==> src/rtl/barrier_scroll.sv <==
// Scrolling barrier playfield: 16 columns shift toward the exit on each tick,
// with LFSR-placed gaps, bird collision detection and a saturating pass score.
module barrier_scroll #(
    parameter int unsigned GAP_H    = 4,
    parameter int unsigned SPACING  = 5,
    parameter int unsigned BIRD_COL = 12
) (
    input  logic        clk,
    input  logic        reset,
    input  logic        tick,
    input  logic        pause,
    input  logic [3:0]  bird_row,
    input  logic [3:0]  row_sel,
    output logic [15:0] row_bits,
    output logic        hit,
    output logic [7:0]  score
);

    localparam int unsigned NCOL   = 16;
    localparam int unsigned ROW_W  = 4;
    localparam int unsigned CNT_W  = 4;
    localparam int unsigned LFSR_W = 8;
    localparam int unsigned SCORE_W = 8;
    localparam int unsigned CMP_W  = 6;

    logic [NCOL-1:0]    col_valid;
    logic [ROW_W-1:0]   col_gap [NCOL];
    logic [LFSR_W-1:0]  lfsr;
    logic [CNT_W-1:0]   spc_cnt;
    logic               step;
    logic               lfsr_fb;
    logic               inject;
    logic [ROW_W-1:0]   new_gap;

    // Gap test done in a wider width so gap_top+GAP_H never wraps.
    function automatic logic in_gap(input logic [ROW_W-1:0] r, input logic [ROW_W-1:0] top);
        logic [CMP_W-1:0] rw;
        logic [CMP_W-1:0] lo;
        logic [CMP_W-1:0] hi;
        rw = CMP_W'(r);
        lo = CMP_W'(top);
        hi = CMP_W'(top) + CMP_W'(GAP_H);
        return (rw >= lo) && (rw < hi);
    endfunction

    assign step    = tick & ~pause;
    assign lfsr_fb = lfsr[7] ^ lfsr[5] ^ lfsr[4] ^ lfsr[3];
    assign inject  = (spc_cnt == '0);
    assign new_gap = inject ? (ROW_W'({1'b0, lfsr[2:0]}) + ROW_W'(2)) : '0;

    always_ff @(posedge clk) begin
        if (reset) begin
            col_valid <= '0;
            for (int i = 0; i < int'(NCOL); i++) begin
                col_gap[i] <= '0;
            end
            lfsr    <= LFSR_W'(8'h5A);
            spc_cnt <= '0;
            score   <= '0;
        end else begin
            // LFSR free-runs so barrier placement does not depend on tick timing.
            lfsr <= {lfsr[LFSR_W-2:0], lfsr_fb};
            if (step) begin
                col_valid  <= {col_valid[NCOL-2:0], inject};
                col_gap[0] <= new_gap;
                for (int i = 1; i < int'(NCOL); i++) begin
                    col_gap[i] <= col_gap[i-1];
                end
                if (spc_cnt == CNT_W'(SPACING - 1)) begin
                    spc_cnt <= '0;
                end else begin
                    spc_cnt <= spc_cnt + CNT_W'(1);
                end
                // A barrier leaving the bird column counts as passed.
                if (col_valid[BIRD_COL] && (score != {SCORE_W{1'b1}})) begin
                    score <= score + SCORE_W'(1);
                end
            end
        end
    end

    always_comb begin
        row_bits = '0;
        for (int i = 0; i < int'(NCOL); i++) begin
            row_bits[i] = col_valid[i] & ~in_gap(row_sel, col_gap[i]);
        end
        hit = col_valid[BIRD_COL] & ~in_gap(bird_row, col_gap[BIRD_COL]);
    end

endmodule

==> config.mk <==
export PLATFORM = sky130hd
export DESIGN_NAME = barrier_scroll
export DESIGN_NICKNAME = d
export VERILOG_FILES = /design/src/rtl/barrier_scroll.sv
export SDC_FILE = /design/constraint.sdc
export NUM_CORES = 1
export LEC_CHECK = 0
export BUFFER_PORTS_ARGS = -buffer_cell sky130_fd_sc_hd__buf_2
export CAP_MARGIN = 30
export CORE_MARGIN = 3
export CORE_UTILIZATION = 37
export CTS_CLUSTER_SIZE = 20
export DETAILED_ROUTE_END_ITERATION = 6
export PLACE_DENSITY_LB_ADDON = 0.15
export SYNTH_ARGS = -nofsm -noshare
export SYNTH_HDL_FRONTEND = slang
export SYNTH_SLANG_ARGS = --single-unit
export TNS_END_PERCENT = 50
==> constraint.sdc <==
create_clock -name clk -period 3.3 [get_ports clk]
set_clock_uncertainty 0.2 [all_clocks]
set_input_delay 0.825 -clock clk [delete_from_list [all_inputs] [get_ports clk]]
set_output_delay 0.825 -clock clk [all_outputs]
set_load 0.02 [all_outputs]
==> run_results.csv <==
group,metric,value,unit
clock_network,worstSkewPairLatency,0.35,ns
grt,antenna_found_initial,0,
timing,slew_headroom,49.32,%
power,power_leakage,3.252,nW
timing,hold_viol,0,
final_layout,regArea,2643,um2
clock_network,cts_tree,"built",
routing,vias_per_cell,5.126,
logic_synthesis,synth_top_family_by_area,"adder cells",
routing,wire_per_inst,15.07,um
timing,setup_viol,9,
logic_synthesis,yosysUniqueCellTypes,41,
critical_path,reg2reg_slack,1.31,ns
logic_synthesis,netlist_area,6514,um2
logic_synthesis,async_flop_share,0,%
final_layout,multi_input_area,3680,um2
logic_synthesis,synth-adder-area-share,23.05,%
logic_synthesis,yosysWarnings,0,
routing,ant_nets,0,
place,pre_cts_ws,-0.1064,ns
routing,drc_errors,0,
power,p_per_area,396.8,nW/um2
floorplan,die-area,19230,um2
grt,overflow,0,
clock_network,cts_buffers,9,
logic_synthesis,yosysTopAreaCellShare,29.50,%
clock_network,postCtsSetupRepairBufs,0,
critical_path,startpoint_type,"primary input",
clock_network,path_clk_slew,0.07,ns
floorplan,core,16880,um2
logic_synthesis,ys_seq_area_share,40.57,%
timing,fin_setup_tns,-0.1241,ns
timing,drv_slew,0,
grt,first_global_vias,4801,
critical_path,slowest_stage,"ha_1",
critical_path,crit_path_max_incr_delay,0.29,ns
floorplan,die_w,138.7,um
logic_synthesis,synth-seq-cells,100,
critical_path,cp.arrival,2.30,ns
grt,grt_max_degree,65,
logic_synthesis,syn_nets,783,
power,fin_total_pwr,3.012,mW
final_layout,syn_to_final_growth,16.54,%
timing,max_freq,0.3006,GHz
critical_path,critPathBufInv,4,
critical_path,worstPathMaxFanout,15,
critical_path,critPathKind,"primary input to primary output",
timing,rsz0062_at_grt,"true",
run,maxCapViolCount,0,
clock_network,cts.htree.levels,3,
timing,fin_crit,3.326,ns
final_layout,layout.nets,828,
clock_network,cts-root-buf,"clkbuf_16",
logic_synthesis,yosys.area_share.simple,15.71,%
critical_path,critPathCaptureType,"primary output",
timing,tightest_slew,0.7496,ns
critical_path,cp_top_family,"compound AO/OA/AOI/OAI gates",
final_layout,fill_cells,1609,
grt,grt_pass1_wl,23290,um
clock_network,cts_buffer_depth,2,
critical_path,worstPathRequired,2.27,ns
floorplan,start_util,38.59,%
floorplan,die_y,138.7,um
routing,drt-total-wl,13880,um
place,dpl.hpwl,9651,um
logic_synthesis,synth-edff-count,64,
critical_path,crit_path_frequent_cell,"buf_6",
timing,setup_slack,-0.02625,ns
logic_synthesis,synth_area_leaders,"edfxtp_1, ha_1, dfxtp_1",
logic_synthesis,syn_inst,651,
timing,fin_crit_sh,100.8,%
logic_synthesis,avgSynthCellArea,10.01,um2
min_path,hold_class,"flip-flop to flip-flop",
routing,drtPass1Iterations,4,
run_status,status,"finished with violations",
critical_path,path_cells,"buf_6 > clkinvlp_4 > buf_12 > ha_1 > nand2b_4 > a211o_1 > a21oi_2 > o21a_1 > buf_6",
place,port_buffers,36,
grt,grt_util_all_layers,14.64,%
routing,vias,4721,
final_layout,diodes,0,
logic_synthesis,synth_compound_area_share,13.96,%
run_status,violations,"negative setup slack",
power,vdd_drop_max,0.0002296,V
floorplan,row_count,47,
logic_synthesis,synth.area.mux_share,0.5378,%
final_layout,drive_above_1_share,14.84,%
floorplan,io_pins,37,
logic_synthesis,synthFlopType,"edfxtp_1",
logic_synthesis,yosys.area.top_type,"edfxtp_1",
place,gp_congestion,0.7781,
routing,drt_iter0_markers,221,
clock_network,cts_sinks,100,
logic_synthesis,synth_xor_xnor_area_share,0.9412,%
## area by class of cell
cell class                      count  share of cell area, %
Clock inverter                      7                 0.6593
Timing Repair Buffer               51                  5.851
Tap cell                          220                  3.626
Multi-Input combinational cell    462                  48.48
Clock buffer                        9                  2.967
Sequential cell                   100                  34.81
Inverter                           72                  3.610
## power by group
| part | internal, mW | switching (mW) | total (mW) |
|---|---|---|---|
| clock network | 0.514 | 0.497 | 1.01 |
| logic | 0.258 | 0.302 | 0.560 |
| registers | 1.40 | 0.0404 | 1.44 |
## logic make-up (layout without fill, tap and decap cells)
logic type | Yosys count | after routing
and+or+nand+nor | 187 | 187
AOI/OAI and AO/OA | 145 | 145
adders and majority gates | 120 | 120
DFF | 100 | 100
buffers and inverters | 89 | 139
xor gates and xnor gates | 7 | 7
muxes | 3 | 3
## cells in the mapped netlist (all sizes together), types with 2 or more instances
cell       n
ha       120
inv       72
a21oi     67
edfxtp    64
nor2b     45
dfxtp     36
nand2     34
nor2      32
o21a      30
nor3      27
nand2b    21
o21ai     20
a211o     17
and2      12
buf       12
clkbuf     5
or2        4
xnor2      4
nand3      3
xor2       3
a21o       2
mux2i      2
nand4      2
nor4b      2
o2111ai    2
or4        2
## layout by cell type, fill, tap and decap left out, types with 6 or more instances in the layout
cell and count:
edfxtp_1 64, and2_1 12, a21oi_1 55, clkbuf_16 9, nor2b_1 45, nand2_1 34
buf_4 14, o21ai_0 20, ha_1 116, buf_6 15, nand2b_1 14, nand2b_4 6
nor3_1 27, buf_2 18, a211o_1 17, inv_1 70, o21a_1 30, nor2_1 32
dfxtp_1 36, a21oi_2 12
## registers in the layout, indices dropped and copies added (netlist names)
signal,count
col_gap,64
spc_cnt,4
col_valid,16
score,8
lfsr,8
## per-stage QoR
stage / instances / util, % / area (um2) / hold WS (ns)
3_3_place_gp: 905 / 41.92 / 7074 / 0.2171
3_5_place_dp: 905 / 41.92 / 7074 / 0.2243
5_1_grt: 921 / 44.98 / 7591 / 0.2597
6_report: 921 / 44.98 / 7591 / 0.2385
4_1_cts: 921 / 44.54 / 7517 / 0.2412
2_1_floorplan: 651 / - / 6524 / 0.2051
## routing by layer
| layer | vias to the layer above | global-route usage (%) | part of all wire [%] | routed length (um) |
|---|---|---|---|---|
| met5 | - | 0 | 0 | 0 |
| met4 | 0 | 4.995 | 1.4 | 194 |
| met3 | 16 | 2.655 | 3.3 | 453 |
| met2 | 68 | 24.59 | 47 | 6580 |
| met1 | 2268 | 19.10 | 48 | 6651 |
| li1 | 2369 | - | - | - |
## worst paths after layout
path                                              start                     endpoint  cells past startpoint
worst max register to register  spc_cnt[0]$_SDFFE_PP0P_  col_gap[0][3]$_SDFFCE_PN0P_                      5
worst min register to register       lfsr[0]$_SDFF_PP0_           lfsr[1]$_SDFF_PP1_                      1
worst min-delay path                 lfsr[0]$_SDFF_PP0_           lfsr[1]$_SDFF_PP1_                      1
worst max-delay path                         row_sel[0]                  row_bits[3]                      9
## what timing repair did
action,CTS,global route
resized for setup,43,11
endpoints found under the setup margin,16,16
pin swaps,2,2
hold buffers,0,0
No activity file was read; power rests on OpenSTA's default activity.
